==> src/rtl/rggen_rtl_pkg.sv <==
// Shared rggen bus types: transfer direction and completion status encodings.
package rggen_rtl_pkg;

  typedef enum logic {
    RGGEN_READ  = 1'b0,
    RGGEN_WRITE = 1'b1
  } rggen_direction;

  typedef enum logic [1:0] {
    RGGEN_OKAY         = 2'b00,
    RGGEN_EXOKAY       = 2'b01,
    RGGEN_SLAVE_ERROR  = 2'b10,
    RGGEN_DECODE_ERROR = 2'b11
  } rggen_status;

endpackage

==> src/rtl/rggen_apb_bridge_if.sv <==
// APB4 signal bundle; the bridge uses the master view, a completer the slave view.
interface rggen_apb_bridge_if #(
  parameter int unsigned ADDRESS_WIDTH = 16,
  parameter int unsigned DATA_WIDTH    = 32
);

  logic                      psel;
  logic                      penable;
  logic                      pwrite;
  logic [ADDRESS_WIDTH-1:0]  paddr;
  logic [2:0]                pprot;
  logic [DATA_WIDTH-1:0]     pwdata;
  logic [DATA_WIDTH/8-1:0]   pstrb;
  logic [DATA_WIDTH-1:0]     prdata;
  logic                      pready;
  logic                      pslverr;

  modport master (
    output psel, penable, pwrite, paddr, pprot, pwdata, pstrb,
    input  prdata, pready, pslverr
  );

  modport slave (
    input  psel, penable, pwrite, paddr, pprot, pwdata, pstrb,
    output prdata, pready, pslverr
  );

endinterface

==> src/rtl/rggen_apb_timeout_counter.sv <==
// Counts consecutive ACCESS wait cycles; expired flags the wait cycle that hits the limit.
module rggen_apb_timeout_counter #(
  parameter int unsigned TIMEOUT_CYCLES = 4
) (
  input  logic clk,
  input  logic rst_n,
  input  logic clear,
  input  logic count_enable,
  output logic expired
);

  localparam int unsigned CountWidth = (TIMEOUT_CYCLES > 1) ? $clog2(TIMEOUT_CYCLES) : 1;
  localparam logic [CountWidth-1:0] LastCount = CountWidth'(TIMEOUT_CYCLES - 1);

  logic [CountWidth-1:0] count_q, count_d;

  // The limit is reached by the wait cycle that would bring the count to TIMEOUT_CYCLES.
  assign expired = count_enable && (count_q == LastCount);

  always_comb begin
    count_d = count_q;
    if (clear) begin
      count_d = '0;
    end else if (count_enable && !expired) begin
      count_d = count_q + CountWidth'(1);
    end
  end

  always_ff @(posedge clk or negedge rst_n) begin
    if (!rst_n) begin
      count_q <= '0;
    end else begin
      count_q <= count_d;
    end
  end

endmodule

==> src/rtl/rggen_apb_bridge.sv <==
// APB4 initiator: converts rggen request/done transfers into APB SETUP/ACCESS phases,
// with an optional abort when the completer keeps pready low too long.
module rggen_apb_bridge
  import rggen_rtl_pkg::*;
#(
  parameter int unsigned ADDRESS_WIDTH  = 16,
  parameter int unsigned DATA_WIDTH     = 32,
  parameter logic [2:0]  PPROT          = 3'b000,
  parameter int unsigned TIMEOUT_CYCLES = 0
) (
  input  logic                     clk,
  input  logic                     rst_n,
  input  logic                     bus_request,
  input  logic [ADDRESS_WIDTH-1:0] bus_address,
  input  logic                     bus_direction,
  input  logic [DATA_WIDTH-1:0]    bus_write_data,
  input  logic [DATA_WIDTH/8-1:0]  bus_write_strobe,
  output logic                     bus_done,
  output logic [DATA_WIDTH-1:0]    bus_read_data,
  output logic [1:0]               bus_status,
  rggen_apb_bridge_if.master       apb
);

  localparam logic [ADDRESS_WIDTH-1:0] AddrMask = ~ADDRESS_WIDTH'((DATA_WIDTH / 8) - 1);

  typedef enum logic [1:0] {StIdle, StSetup, StAccess, StDone} state_e;

  state_e                   state_q, state_d;
  logic                     psel_q, psel_d;
  logic                     penable_q, penable_d;
  logic                     pwrite_q, pwrite_d;
  logic [ADDRESS_WIDTH-1:0] paddr_q, paddr_d;
  logic [DATA_WIDTH-1:0]    pwdata_q, pwdata_d;
  logic [DATA_WIDTH/8-1:0]  pstrb_q, pstrb_d;
  logic                     done_q, done_d;
  logic [DATA_WIDTH-1:0]    rdata_q, rdata_d;
  rggen_status              status_q, status_d;
  logic                     timeout_expired;

  if (TIMEOUT_CYCLES > 0) begin : g_timeout
    rggen_apb_timeout_counter #(
      .TIMEOUT_CYCLES(TIMEOUT_CYCLES)
    ) u_timeout_counter (
      .clk         (clk),
      .rst_n       (rst_n),
      .clear       (state_q == StSetup),
      .count_enable((state_q == StAccess) && !apb.pready),
      .expired     (timeout_expired)
    );
  end else begin : g_no_timeout
    assign timeout_expired = 1'b0;
  end

  always_comb begin
    state_d   = state_q;
    psel_d    = psel_q;
    penable_d = penable_q;
    pwrite_d  = pwrite_q;
    paddr_d   = paddr_q;
    pwdata_d  = pwdata_q;
    pstrb_d   = pstrb_q;
    done_d    = 1'b0;
    rdata_d   = '0;
    status_d  = RGGEN_OKAY;

    unique case (state_q)
      StIdle: begin
        if (bus_request) begin
          state_d  = StSetup;
          psel_d   = 1'b1;
          pwrite_d = bus_direction;
          paddr_d  = bus_address & AddrMask;
          pwdata_d = bus_write_data;
          pstrb_d  = bus_direction ? bus_write_strobe : '0;
        end
      end
      StSetup: begin
        state_d   = StAccess;
        penable_d = 1'b1;
      end
      StAccess: begin
        // A real response in the expiring cycle takes priority over the abort.
        if (apb.pready) begin
          state_d   = StDone;
          psel_d    = 1'b0;
          penable_d = 1'b0;
          done_d    = 1'b1;
          rdata_d   = pwrite_q ? '0 : apb.prdata;
          status_d  = apb.pslverr ? RGGEN_SLAVE_ERROR : RGGEN_OKAY;
        end else if (timeout_expired) begin
          state_d   = StDone;
          psel_d    = 1'b0;
          penable_d = 1'b0;
          done_d    = 1'b1;
          status_d  = RGGEN_DECODE_ERROR;
        end
      end
      StDone: begin
        state_d = StIdle;
      end
    endcase
  end

  always_ff @(posedge clk or negedge rst_n) begin
    if (!rst_n) begin
      state_q   <= StIdle;
      psel_q    <= 1'b0;
      penable_q <= 1'b0;
      pwrite_q  <= 1'b0;
      paddr_q   <= '0;
      pwdata_q  <= '0;
      pstrb_q   <= '0;
      done_q    <= 1'b0;
      rdata_q   <= '0;
      status_q  <= RGGEN_OKAY;
    end else begin
      state_q   <= state_d;
      psel_q    <= psel_d;
      penable_q <= penable_d;
      pwrite_q  <= pwrite_d;
      paddr_q   <= paddr_d;
      pwdata_q  <= pwdata_d;
      pstrb_q   <= pstrb_d;
      done_q    <= done_d;
      rdata_q   <= rdata_d;
      status_q  <= status_d;
    end
  end

  assign apb.psel      = psel_q;
  assign apb.penable   = penable_q;
  assign apb.pwrite    = pwrite_q;
  assign apb.paddr     = paddr_q;
  assign apb.pprot     = PPROT;
  assign apb.pwdata    = pwdata_q;
  assign apb.pstrb     = pstrb_q;
  assign bus_done      = done_q;
  assign bus_read_data = rdata_q;
  assign bus_status    = status_q;

endmodule

==> src/flat_wrapper.sv <==
// flat-port wrapper written by rule: the top's interface ports become plain ports
module rggen_apb_bridge_flat import rggen_rtl_pkg::*;
#(
  parameter int unsigned ADDRESS_WIDTH  = 16,
  parameter int unsigned DATA_WIDTH     = 32,
  parameter logic [2:0]  PPROT          = 3'b000,
  parameter int unsigned TIMEOUT_CYCLES = 0
)
  (clk, rst_n, bus_request, bus_address, bus_direction, bus_write_data, bus_write_strobe, bus_done, bus_read_data, bus_status, apb_psel, apb_penable, apb_pwrite, apb_paddr, apb_pprot, apb_pwdata, apb_pstrb, apb_prdata, apb_pready, apb_pslverr);
  rggen_apb_bridge_if #(.ADDRESS_WIDTH(ADDRESS_WIDTH), .DATA_WIDTH(DATA_WIDTH)) apb_i ();
  input  logic clk;
  input  logic rst_n;
  input  logic bus_request;
  input  logic [ADDRESS_WIDTH-1:0] bus_address;
  input  logic bus_direction;
  input  logic [DATA_WIDTH-1:0] bus_write_data;
  input  logic [DATA_WIDTH/8-1:0] bus_write_strobe;
  output logic bus_done;
  output logic [DATA_WIDTH-1:0] bus_read_data;
  output logic [1:0] bus_status;
  output wire logic [$bits(apb_i.psel)-1:0] apb_psel;
  output wire logic [$bits(apb_i.penable)-1:0] apb_penable;
  output wire logic [$bits(apb_i.pwrite)-1:0] apb_pwrite;
  output wire logic [$bits(apb_i.paddr)-1:0] apb_paddr;
  output wire logic [$bits(apb_i.pprot)-1:0] apb_pprot;
  output wire logic [$bits(apb_i.pwdata)-1:0] apb_pwdata;
  output wire logic [$bits(apb_i.pstrb)-1:0] apb_pstrb;
  input wire logic [$bits(apb_i.prdata)-1:0] apb_prdata;
  input wire logic [$bits(apb_i.pready)-1:0] apb_pready;
  input wire logic [$bits(apb_i.pslverr)-1:0] apb_pslverr;
  assign apb_psel = apb_i.psel;
  assign apb_penable = apb_i.penable;
  assign apb_pwrite = apb_i.pwrite;
  assign apb_paddr = apb_i.paddr;
  assign apb_pprot = apb_i.pprot;
  assign apb_pwdata = apb_i.pwdata;
  assign apb_pstrb = apb_i.pstrb;
  assign apb_i.prdata = apb_prdata;
  assign apb_i.pready = apb_pready;
  assign apb_i.pslverr = apb_pslverr;
  rggen_apb_bridge #(.ADDRESS_WIDTH(ADDRESS_WIDTH), .DATA_WIDTH(DATA_WIDTH), .PPROT(PPROT), .TIMEOUT_CYCLES(TIMEOUT_CYCLES)) u_core (.clk(clk), .rst_n(rst_n), .bus_request(bus_request), .bus_address(bus_address), .bus_direction(bus_direction), .bus_write_data(bus_write_data), .bus_write_strobe(bus_write_strobe), .bus_done(bus_done), .bus_read_data(bus_read_data), .bus_status(bus_status), .apb(apb_i));
endmodule
==> config.mk <==
export PLATFORM = sky130hd
export DESIGN_NAME = rggen_apb_bridge_flat
export DESIGN_NICKNAME = d
export VERILOG_FILES = /design/src/rtl/rggen_rtl_pkg.sv /design/src/rtl/rggen_apb_bridge_if.sv /design/src/rtl/rggen_apb_timeout_counter.sv /design/src/rtl/rggen_apb_bridge.sv /design/src/flat_wrapper.sv
export SDC_FILE = /design/constraint.sdc
export NUM_CORES = 1
export LEC_CHECK = 0
export ABC_AREA = 1
export BUFFER_PORTS_ARGS = -buffer_cell sky130_fd_sc_hd__buf_2
export CORE_MARGIN = 1
export CORE_UTILIZATION = 27
export DETAILED_ROUTE_END_ITERATION = 10
export PLACE_DENSITY_LB_ADDON = 0.15
export SLEW_MARGIN = 10
export SYNTH_ARGS = -nofsm -noshare
export SYNTH_HDL_FRONTEND = slang
export SYNTH_SLANG_ARGS = --single-unit
==> constraint.sdc <==
create_clock -name clk -period 1.3 [get_ports clk]
set_input_delay 0.325 -clock clk [delete_from_list [all_inputs] [get_ports clk]]
set_output_delay 0.325 -clock clk [all_outputs]
set_load 0.01 [all_outputs]
; Yosys cells after proc, flatten, opt, wreduce, memory -nomap -nowiden
; Index checks and enable logic that the tools add are counted.
[totals]
reg_bits = 90
out_inout_bits = 93
[classes]
n_eq_ne = 5
mux = 16
n_reduce_logical = 7
[op_table]
columns = operator, count
row1 = $mux 32, 3
row2 = $mux 2, 5
row3 = $pmux 2 s4, 1
row4 = $reduce_and 2->1, 3
row5 = $eq 2x2->1 const B, 2
row6 = $mux 1, 4
row7 = $mux 4, 1
row8 = $ne 2x2->1 const B, 2
row9 = $pmux 1 s2, 2
row10 = $reduce_bool 2->1, 2
row11 = $reduce_and 3->1, 1
row12 = $eq 2x1->1 const B, 1
row13 = $logic_not 2->1, 1

; Depth between registers and ports, before layout
; Gate-level depths: netlist of the first run.
[depth]
word_depth = 3
ltp_mapped = 8
mapped_depth_nobuf = 7

; Worst setup path after synthesis of the first run
; Ideal clock, no wire load.
[synth_timing]
kind = reg2reg
startpoint = register u_core.state_q[0]
endpoint = register u_core.pwdata_q[21] (netlist: u_core.apb.pwdata[21])
arrival_ns = 1.172
required_ns = 1.184
setup_slack_ns = 0.012
stages_incl_launch_ff = 9
path_buffers = 2
synth_period_minus_slack_ns = 1.288
path_cell_list = dfrtp_1 inv_1 ha_1 nand2_2 inv_2 buf_6 buf_6 nand2_1 nand2_1
[synth_via]
elab_chain_len = 2
[synth_lines]
columns = element, line
row1 = from (decl), rggen_apb_bridge.sv:28  ; state_e state_q, state_d;
row2 = from (signal assigned), rggen_apb_bridge.sv:106  ; state_q <= StIdle;
row3 = from (signal assigned), rggen_apb_bridge.sv:117  ; state_q <= state_d;
row4 = $logic_not 2->1, rggen_apb_bridge.sv:66  ; unique case (state_q)
row5 = $reduce_and 2->1 (no line), n/a
row6 = to (signal assigned), rggen_apb_bridge.sv:122  ; pwdata_q <= pwdata_d;
row7 = to (decl), rggen_apb_bridge.sv:33  ; logic [DATA_WIDTH-1:0] pwdata_q, pwdata_d;
; No other way between the ends.
; A chain may end at the register's enable or synchronous reset.

; Worst setup path after layout of the first run
[layout_timing]
startpoint = register u_core.state_q[1]
endpoint = register u_core.psel_q (netlist: u_core.apb.psel)
[layout_via]
elab_chain_len = 3
[layout_lines]
columns = element, line
row1 = $eq 2x2->1 / $logic_not 2->1 (equally long branches), rggen_apb_bridge.sv:66
row2 = $ne 2x2->1 (no line) / $reduce_bool 2->1 (equally long branches), n/a
row3 = $reduce_and 3->1 (no line), n/a
row4 = to (signal assigned), rggen_apb_bridge.sv:118  ; psel_q <= psel_d;
row5 = to (decl), rggen_apb_bridge.sv:29  ; logic psel_q, psel_d;
; Several ways; a longest one is shown, not always the timed one.

==> results of run 1 <==
## synth_stat cells
master / count
sky130_fd_sc_hd__ha_1: 5
sky130_fd_sc_hd__or2_2: 1
sky130_fd_sc_hd__conb_1: 1
sky130_fd_sc_hd__clkbuf_1: 4
sky130_fd_sc_hd__a21oi_1: 2
sky130_fd_sc_hd__o21ai_0: 5
sky130_fd_sc_hd__inv_1: 42
sky130_fd_sc_hd__nand3_1: 4
sky130_fd_sc_hd__nor2_1: 33
sky130_fd_sc_hd__nand2_2: 1
sky130_fd_sc_hd__nand2_1: 161
sky130_fd_sc_hd__buf_4: 6
sky130_fd_sc_hd__inv_2: 1
sky130_fd_sc_hd__buf_2: 7
sky130_fd_sc_hd__buf_6: 2
sky130_fd_sc_hd__dfrtp_1: 89
## per-layer routing
metal / wire (um) / GRT usage
met1: 3710 / 0.165
met2: 3750 / 0.221
met3: 896 / 0.0733
met4: 122 / 0.0526
met5: 0 / 0
## cell type report
class,count,share of cell area
clock buffer,11,0.0510
clock inverter,4,0.0199
inverter,43,0.0336
multi-input combinational,218,0.185
sequential,89,0.449
tap,168,0.0424
timing repair buffer,189,0.219
## cells by family (layout without fill, tap and decap cells)
group / after synthesis / in the layout / share of synthesized area
DFF: 89 / 89 / 0.661
adders and majority gates: 5 / 5 / 0.0186
buffers and inverters: 62 / 247 / 0.0828
other: 1 / 6 / 0.00111
and+or+nand+nor: 200 / 200 / 0.226
AOI/OAI and AO/OA: 7 / 7 / 0.0104
## state kept, by name, summed over array words and instances, names as in the netlist
| register | cells |
|---|---|
| u_core.bus_status | 1 |
| u_core.apb.pwdata | 32 |
| u_core.bus_read_data | 32 |
| u_core.apb.paddr | 14 |
| u_core.apb.penable | 1 |
| u_core.apb.pstrb | 4 |
| u_core.apb.pwrite | 1 |
| u_core.state_q | 2 |
| u_core.apb.psel | 1 |
| u_core.bus_done | 1 |
## final timing paths
path                                        from                    end  slack [ps]  depth (start not counted)
min reg2reg                u_core.apb.pwdata[23]  u_core.apb.pwdata[23]         470                          2
min                           bus_write_data[31]  u_core.apb.pwdata[31]         170                          3
max in group asynchronous                  rst_n   u_core.apb.pwdata[7]         410                          3
max                            u_core.state_q[1]        u_core.apb.psel          90                          7
max reg2reg                    u_core.state_q[1]        u_core.apb.psel          90                          7
min in group asynchronous                  rst_n  u_core.apb.pwdata[29]         430                          2
## power by group
group	total, W	leakage, nW	internal, W	switching, W
Clock	0.00303	0.172	0.00198	0.00105
Sequential	0.00412	1.15	0.00371	0.000414
Combinational	0.00371	1.71	0.00160	0.00211
## per-stage QoR
stage / setup WS (ps) / total power, W / cells
finish: 91.8 / 0.0109 / 722
global route: 0.283 / 0.0117 / 722
CTS: 27.5 / 0.0110 / 722
detailed placement: -18.2 / 0.00774 / 704
global placement: -11.5 / 0.00766 / 704
floorplan: 11.7 / 0.00606 / 369
## worst register-to-register path, delay by kind of cell, from the launching register on
kind            cells  cell delay (ps)
fa+ha+maj           1              200
flops               1              380
compound gates      1              110
buf+inv             3              330
simple gates        2              120
## repair_timing
| item | in CTS | in global routing |
|---|---|---|
| pin swaps | 1 | 0 |
| hold buffers | 1 | 0 |
| cloned | 1 | 0 |
| setup buffers | 1 | 0 |
| resized for setup | 6 | 9 |
| hold endpoints to repair | 17 | 0 |
| setup endpoints to repair | 49 | 73 |
==> summary by stage, run 1 <==
Status
The flow ran to the end, and the final reports show no timing, DRC or antenna violations.

Critical path
The highest cell delay on the worst timing path is 380 ps. The data required time of the critical path is 1570 ps. The class of the most critical setup path is reg -> reg.

The data arrival time of the critical path is about 1500 ps. The type of destination of the critical path is a flip-flop. The critical path goes through inv_1 -> ha_2 -> nand2_4 -> clkinv_4 -> buf_4 -> nand2_1 -> a21oi_1.

For this design, the slowest cell found on the critical path is sky130_fd_sc_hd__dfrtp_1. The buffers plus inverters on the worst setup path is 3. The kind of cell with the highest combined delay along the critical path is flip-flops. The maximum fanout count along the critical path is 4.

The category of the worst setup path launch point is a flip-flop.

Die
The width of the die is about 110 um. The effective utilization at floorplan is 0.279. The area of the die is roughly 13000 um2. The core region is 12100 um2. The count of pins on the block boundary is about 180. The number of placement rows is 40. Measured along the y axis, the die boundary spans between 100 and 150 um.

Placed design
The routability-driven placement congestion ratio is 0.661. In this run the tool buffered the top-level ports with 174 buffer cells. The post-DP HPWL is approximately 5800 um.

The area of placed instances is approximately 4500 um2.

Synthesis
The number of synthesis warnings is 0. The cell accounting for the most synthesized area is sky130_fd_sc_hd__dfrtp_1. The post-synthesis instance total is between 300 and 400. The netlist uses 16 different library cells.

The share of synthesized area in the top cell type comes to 0.661. The cell area that synthesis handed to floorplanning was approximately 3400 um2. Sorting the synthesized cells by area gives the leading types as sky130_fd_sc_hd__dfrtp_1, sky130_fd_sc_hd__nand2_1, sky130_fd_sc_hd__inv_1, sky130_fd_sc_hd__nor2_1, sky130_fd_sc_hd__ha_1. The post-synthesis sequential area ratio is 0.661.

The post-synthesis area per instance is approximately 9 um2. The number of register bits inferred by synthesis is just under 90.

CTS
Counting along the longest clock path gives a buffer depth of 2. In this run the number of H-tree levels came out at 3. In this run the clock root is driven by a sky130_fd_sc_hd__clkbuf_16. TritonCTS built the clock tree. After clock tree synthesis, the clock-pin slew on the worst setup and hold paths is around 60 ps. The number of CTS-inserted buffers is 9. Clock tree synthesis found a total of just under 90 sinks. The clock network latency to the later pin of the worst-skew pair is roughly 340 ps.

Detailed routing
The wire length per cell after detailed routing is 11.7 um. The via-per-instance ratio is roughly 3.9. The first TritonRoute pass finished after 4 iterations. After the first detailed-routing iteration, the DRC count stood at 68. The routed layout has approximately 2800 vias.

The routed wire length is roughly 8500 um. The count of antenna-violating nets left after detailed routing is 0. For this run, design rule violations remaining after detail routing come to 0.

Pwr
The power per standard cell area is between 2000 and 2500 nW/um2. The peak supply drop is 0.000880 V. The static leakage power is approximately 3.0 nW.

Global routing
Global routing finished with a remaining overflow of 0. The via count of the first global-routing pass is ~2800. The initial antenna violation count is 0. The first global-routing pass estimated around 14000 um of wire.

Entering global routing, the biggest net connects 55 pins. For this run, the total global-route usage over all layers was measured as 0.141.

Layout
After filler insertion, the fill cell instance count of the layout stands at roughly 1200. In the layout the commonest cells are sky130_fd_sc_hd__buf_2, sky130_fd_sc_hd__nand2_1, sky130_fd_sc_hd__dfrtp_1. After the last flow step, the layout net total stands at between 600 and 700.

The sequential cells in the finished layout cover a total of 2230 um2. In the final layout, the multi-input gates occupy 916 um2. In the final layout, the share of cells above drive strength 1 is 0.383.

Leaving out fill and tap cells, the most frequent cell in the layout is sky130_fd_sc_hd__buf_2. From synthesis to final layout, the design area changed by 47.2%. The finished cells cover 4960 um2. The fraction of the core area covered by cells at the end of the flow is 0.411. The number of antenna diodes in the final layout is 0.

STA
The total count of hold-check failures in the final report came to 0. Setup repair after global routing left no endpoint under its margin. The worst slack on hold paths is 170 ps. The final max-slew violation count came to 0. The routed design could run at a clock period as short as ~1200 ps.

The post-route clock skew is about 5.7 ps. The setup TNS is 0 ps. Based on the critical path, the design can be clocked at up to about 830 MHz. Dividing the final minimum period by the clock period gives 0.929. The total of endpoints with negative setup slack in the final report is 0.

Hold path
The class of the worst hold path is in -> reg.

Flow run
The max capacitance violation total is 0.
Note: power is estimated with default switching activity, not from simulation.
==> run 2: changes to the inputs <==
Settings changed: CORE_MARGIN 1 to 2.
==> run 2 against run 1 <==
  * Sequential share of layout area rose by 0.27 points
  * Via count fell by 0.57%
  * Largest power group unchanged
  * Flip-flop and latch count unchanged
  * Core utilization fell by 0.42 points
  * Highest routed layer unchanged
  * Final area down 0.61%
  * Final cell count grew 0.28%
  * Clock power decreased by 7.9%
  * Register-to-register slack worse by 30 ps
  * Sequential power barely moved
  * First-iteration DRC count up 79%
  * Hold slack improved by 6.4 ps
==> summary by stage, run 2 (synthesized netlist as in run 1, its figures left out) <==
Status
The flow ran to the end, and the final reports show no timing, DRC or antenna violations.

Hold path
The instance count along the most critical hold path is 3 (unchanged). In this run the most critical hold path is launched from bus_write_data[31]. The class of the worst hold path is in -> reg.

The endpoint of the worst hold path is u_core.apb.pwdata[31].

Detailed routing
The wire length per cell after detailed routing is 11.9 um (+1.7%). The via-per-instance ratio is 3.87 (-0.84%). The final routed DRC violation total is 0 (unchanged). The first-pass iteration count of the detailed router is 4 (unchanged). The number of violations reported at the end of detailed-routing iteration 0 is 122 (+79%). The count of antenna-violating nets left after detailed routing was 0 (unchanged). The routed wire length is 8640 um (+2.0%). The number of vias in the routed layout is 2805 (-0.57%).

Global routing
The largest net degree at the start of global routing was 41 (-25%). The total routing resource utilization after global routing is 0.126 (-0.0155). The first-pass GRT wire length is 12700 um (-7.6%). The via count of the first global-routing pass is 2692 (-3.3%). The overall overflow remaining after global route is 0 (unchanged).

The initial antenna violation count was 0 (unchanged).

Critical path
The data required time of the critical path came to 1540 ps (-30 ps). STA classifies the critical path startpoint as a flip-flop. The endpoint of the lowest-slack register-to-register path is u_core.state_q[0]. The family of cells with the greatest summed delay on the critical path is simple AND/OR/NAND/NOR gates. The depth of the worst register-to-register path is 6 (-1). The highest cell delay on the worst timing path is 360 ps (-20 ps).

The type of destination of the critical path is a flip-flop. The launch instance of the worst register-to-register path is u_core.state_q[0]. The buffers plus inverters on the worst setup path is 2 (-1). The data arrival time of the critical path is 1470 ps (about the same). The setup slack on the worst flop-to-flop path is 70 ps (-30 ps). The class of the most critical setup path is reg -> reg. On the critical path, the stage with the largest delay is an instance of sky130_fd_sc_hd__dfrtp_1.

The maximum fanout count along the critical path is 3 (-1). The signal on the critical path passes through inv_2 -> buf_4 -> ha_1 -> or2_2 -> nand3_2 -> nand2_1.

Layout
In the layout the commonest cells are sky130_fd_sc_hd__buf_2, sky130_fd_sc_hd__nand2_1, sky130_fd_sc_hd__dfrtp_1. The post-route standard cell area excluding fillers is 4930 um2 (-0.61%). Compared with the post-synthesis result, the final layout area differs by 46.3%. The fill cell total of the finished layout is 1251 (+2.1%). The fraction of layout instances using a drive strength above 1 is 0.383 (+0.000422). The antenna diode count is 0 (unchanged). The final non-filler cell total was 724 (+0.28%). Leaving out fill and tap cells, the most frequent cell in the layout is sky130_fd_sc_hd__buf_2.

The final net count is 646 (+0.16%). The fraction of the core area covered by cells at the end of the flow is 0.407 (-0.00418).

Placed design
The routability-driven placement congestion ratio is 0.707 (+7.0%). The number of port buffers came to 174 (unchanged). The area of placed instances was 4500 um2 (-0.39%). The count of placed standard cells including taps is 705 (+0.14%). The post-DP HPWL is 6100 um (+4.9%).

Die
The width of the die came to 116 um (+1.8%). The count of pins on the block boundary is 183 (unchanged). The core area is 12100 um2 (+0.41%).

The number of placement rows was 40 (unchanged). The area of the die is 13400 um2 (+3.5%). The vertical die dimension is 116 um (+1.8%). The effective utilization at floorplan is 0.278 (-0.00115).

STA
The maximum frequency from static timing analysis is 810 MHz (-2.1%). The total of endpoints with negative setup slack in the final report is 0 (unchanged). The portion of the clock cycle consumed by the worst path in the final layout is 0.949 (+0.0197). The worst slack on hold paths is 176 ps (+6.35 ps).

The total count of hold-check failures in the final report came to 0 (unchanged). Setup repair after global routing could not meet its margin everywhere. The shortest period the worst path allows is 1230 ps (+25.6 ps). The final max-slew violation count is 0 (unchanged). The post-route clock skew was 10.0 ps (+4.33 ps).

CTS
The number of buffers on the longest clock path came to 2 (unchanged). The buffer cell driving the clock tree root is sky130_fd_sc_hd__clkbuf_16. TritonCTS built the clock tree. The total number of clock tree sinks was 89 (unchanged). The number of CTS-inserted buffers came to 9 (unchanged). The post-CTS setup-driven buffer insertion count is 0 (-1). The clock network latency to the later pin of the worst-skew pair is 340 ps (about the same). The number of H-tree levels came to 3 (unchanged). The clock-pin slew of the registers on the worst-case setup and hold paths is 60 ps (about the same).

Pwr
The static leakage power came to 3.03 nW (-0.28%). The power per standard cell area was 2160 nW/um2 (-1.5%). The peak supply drop is 0.000876 V (-0.46%).

The overall power is 0.0106 W (-2.0%).

Flow run
The max capacitance violation total is 0 (unchanged).
==> run 2: worst max-delay path by stage <==
| stage | slack [ps] | cells past startpoint | start | end |
|---|---|---|---|---|
| 6_report | 70 | 6 | u_core.state_q[0] | u_core.state_q[0] |
| 2_1_floorplan | 10 | 8 | u_core.state_q[0] | u_core.apb.pwdata[21] |
| 4_1_cts | 6 | 7 | u_core.state_q[0] | u_core.apb.pwdata[15] |
| 3_3_place_gp | 8 | 5 | u_core.state_q[0] | u_core.apb.pstrb[2] |
| 3_5_place_dp | -30 | 5 | u_core.state_q[0] | u_core.apb.pstrb[2] |
| 5_1_grt | -20 | 7 | u_core.state_q[0] | u_core.apb.paddr[2] |
==> run 2: routing by layer <==
metal | up-vias | routed length [um] | global-route usage
met5 | - | 0 | 0
met4 | 0 | 182 | 0.0675
met3 | 13 | 919 | 0.0544
met2 | 123 | 3850 | 0.200
met1 | 1238 | 3690 | 0.144
li1 | 1431 | - | -
==> run 2: layout make-up <==
type	count	area [um2]	area share
Clock inverter	5	78.8	0.0160
Inverter	43	166	0.0338
Sequential cell	89	2230	0.452
Tap cell	168	210	0.0427
Clock buffer	11	243	0.0493
Multi-Input combinational cell	218	911	0.185
Timing Repair Buffer	190	1090	0.222
==> run 2: worst reg2reg max path: stages, from the launching register on <==
cell                      delay [ps]
sky130_fd_sc_hd__dfrtp_1         360
sky130_fd_sc_hd__inv_2            60
sky130_fd_sc_hd__buf_4           130
sky130_fd_sc_hd__ha_1            180
sky130_fd_sc_hd__or2_2           300
sky130_fd_sc_hd__nand3_2          60
sky130_fd_sc_hd__nand2_1          50
==> run 2: where the power goes <==
part	switching [W]	internal [W]	total, W	leakage (nW)
Combinational	0.00214	0.00160	0.00373	1.71
Sequential	0.000411	0.00371	0.00412	1.15
Clock	0.00106	0.00173	0.00279	0.159
==> run 2: what timing repair did <==
item | 4_1_cts | 5_1_grt
hold buffers | 1 | 0
resized for setup | 2 | 12
endpoints found under the setup margin | 3 | 83
gates cloned | 0 | 2
hold endpoints to repair | 47 | 0
==> run 2: metrics by stage <==
step                TNS (ps)  setup WS, ps
finish                     0          66.2
global route            -114         -20.0
CTS                        0          6.06
detailed placement     -26.5         -26.5
global placement           0          7.73
floorplan                  0          11.7
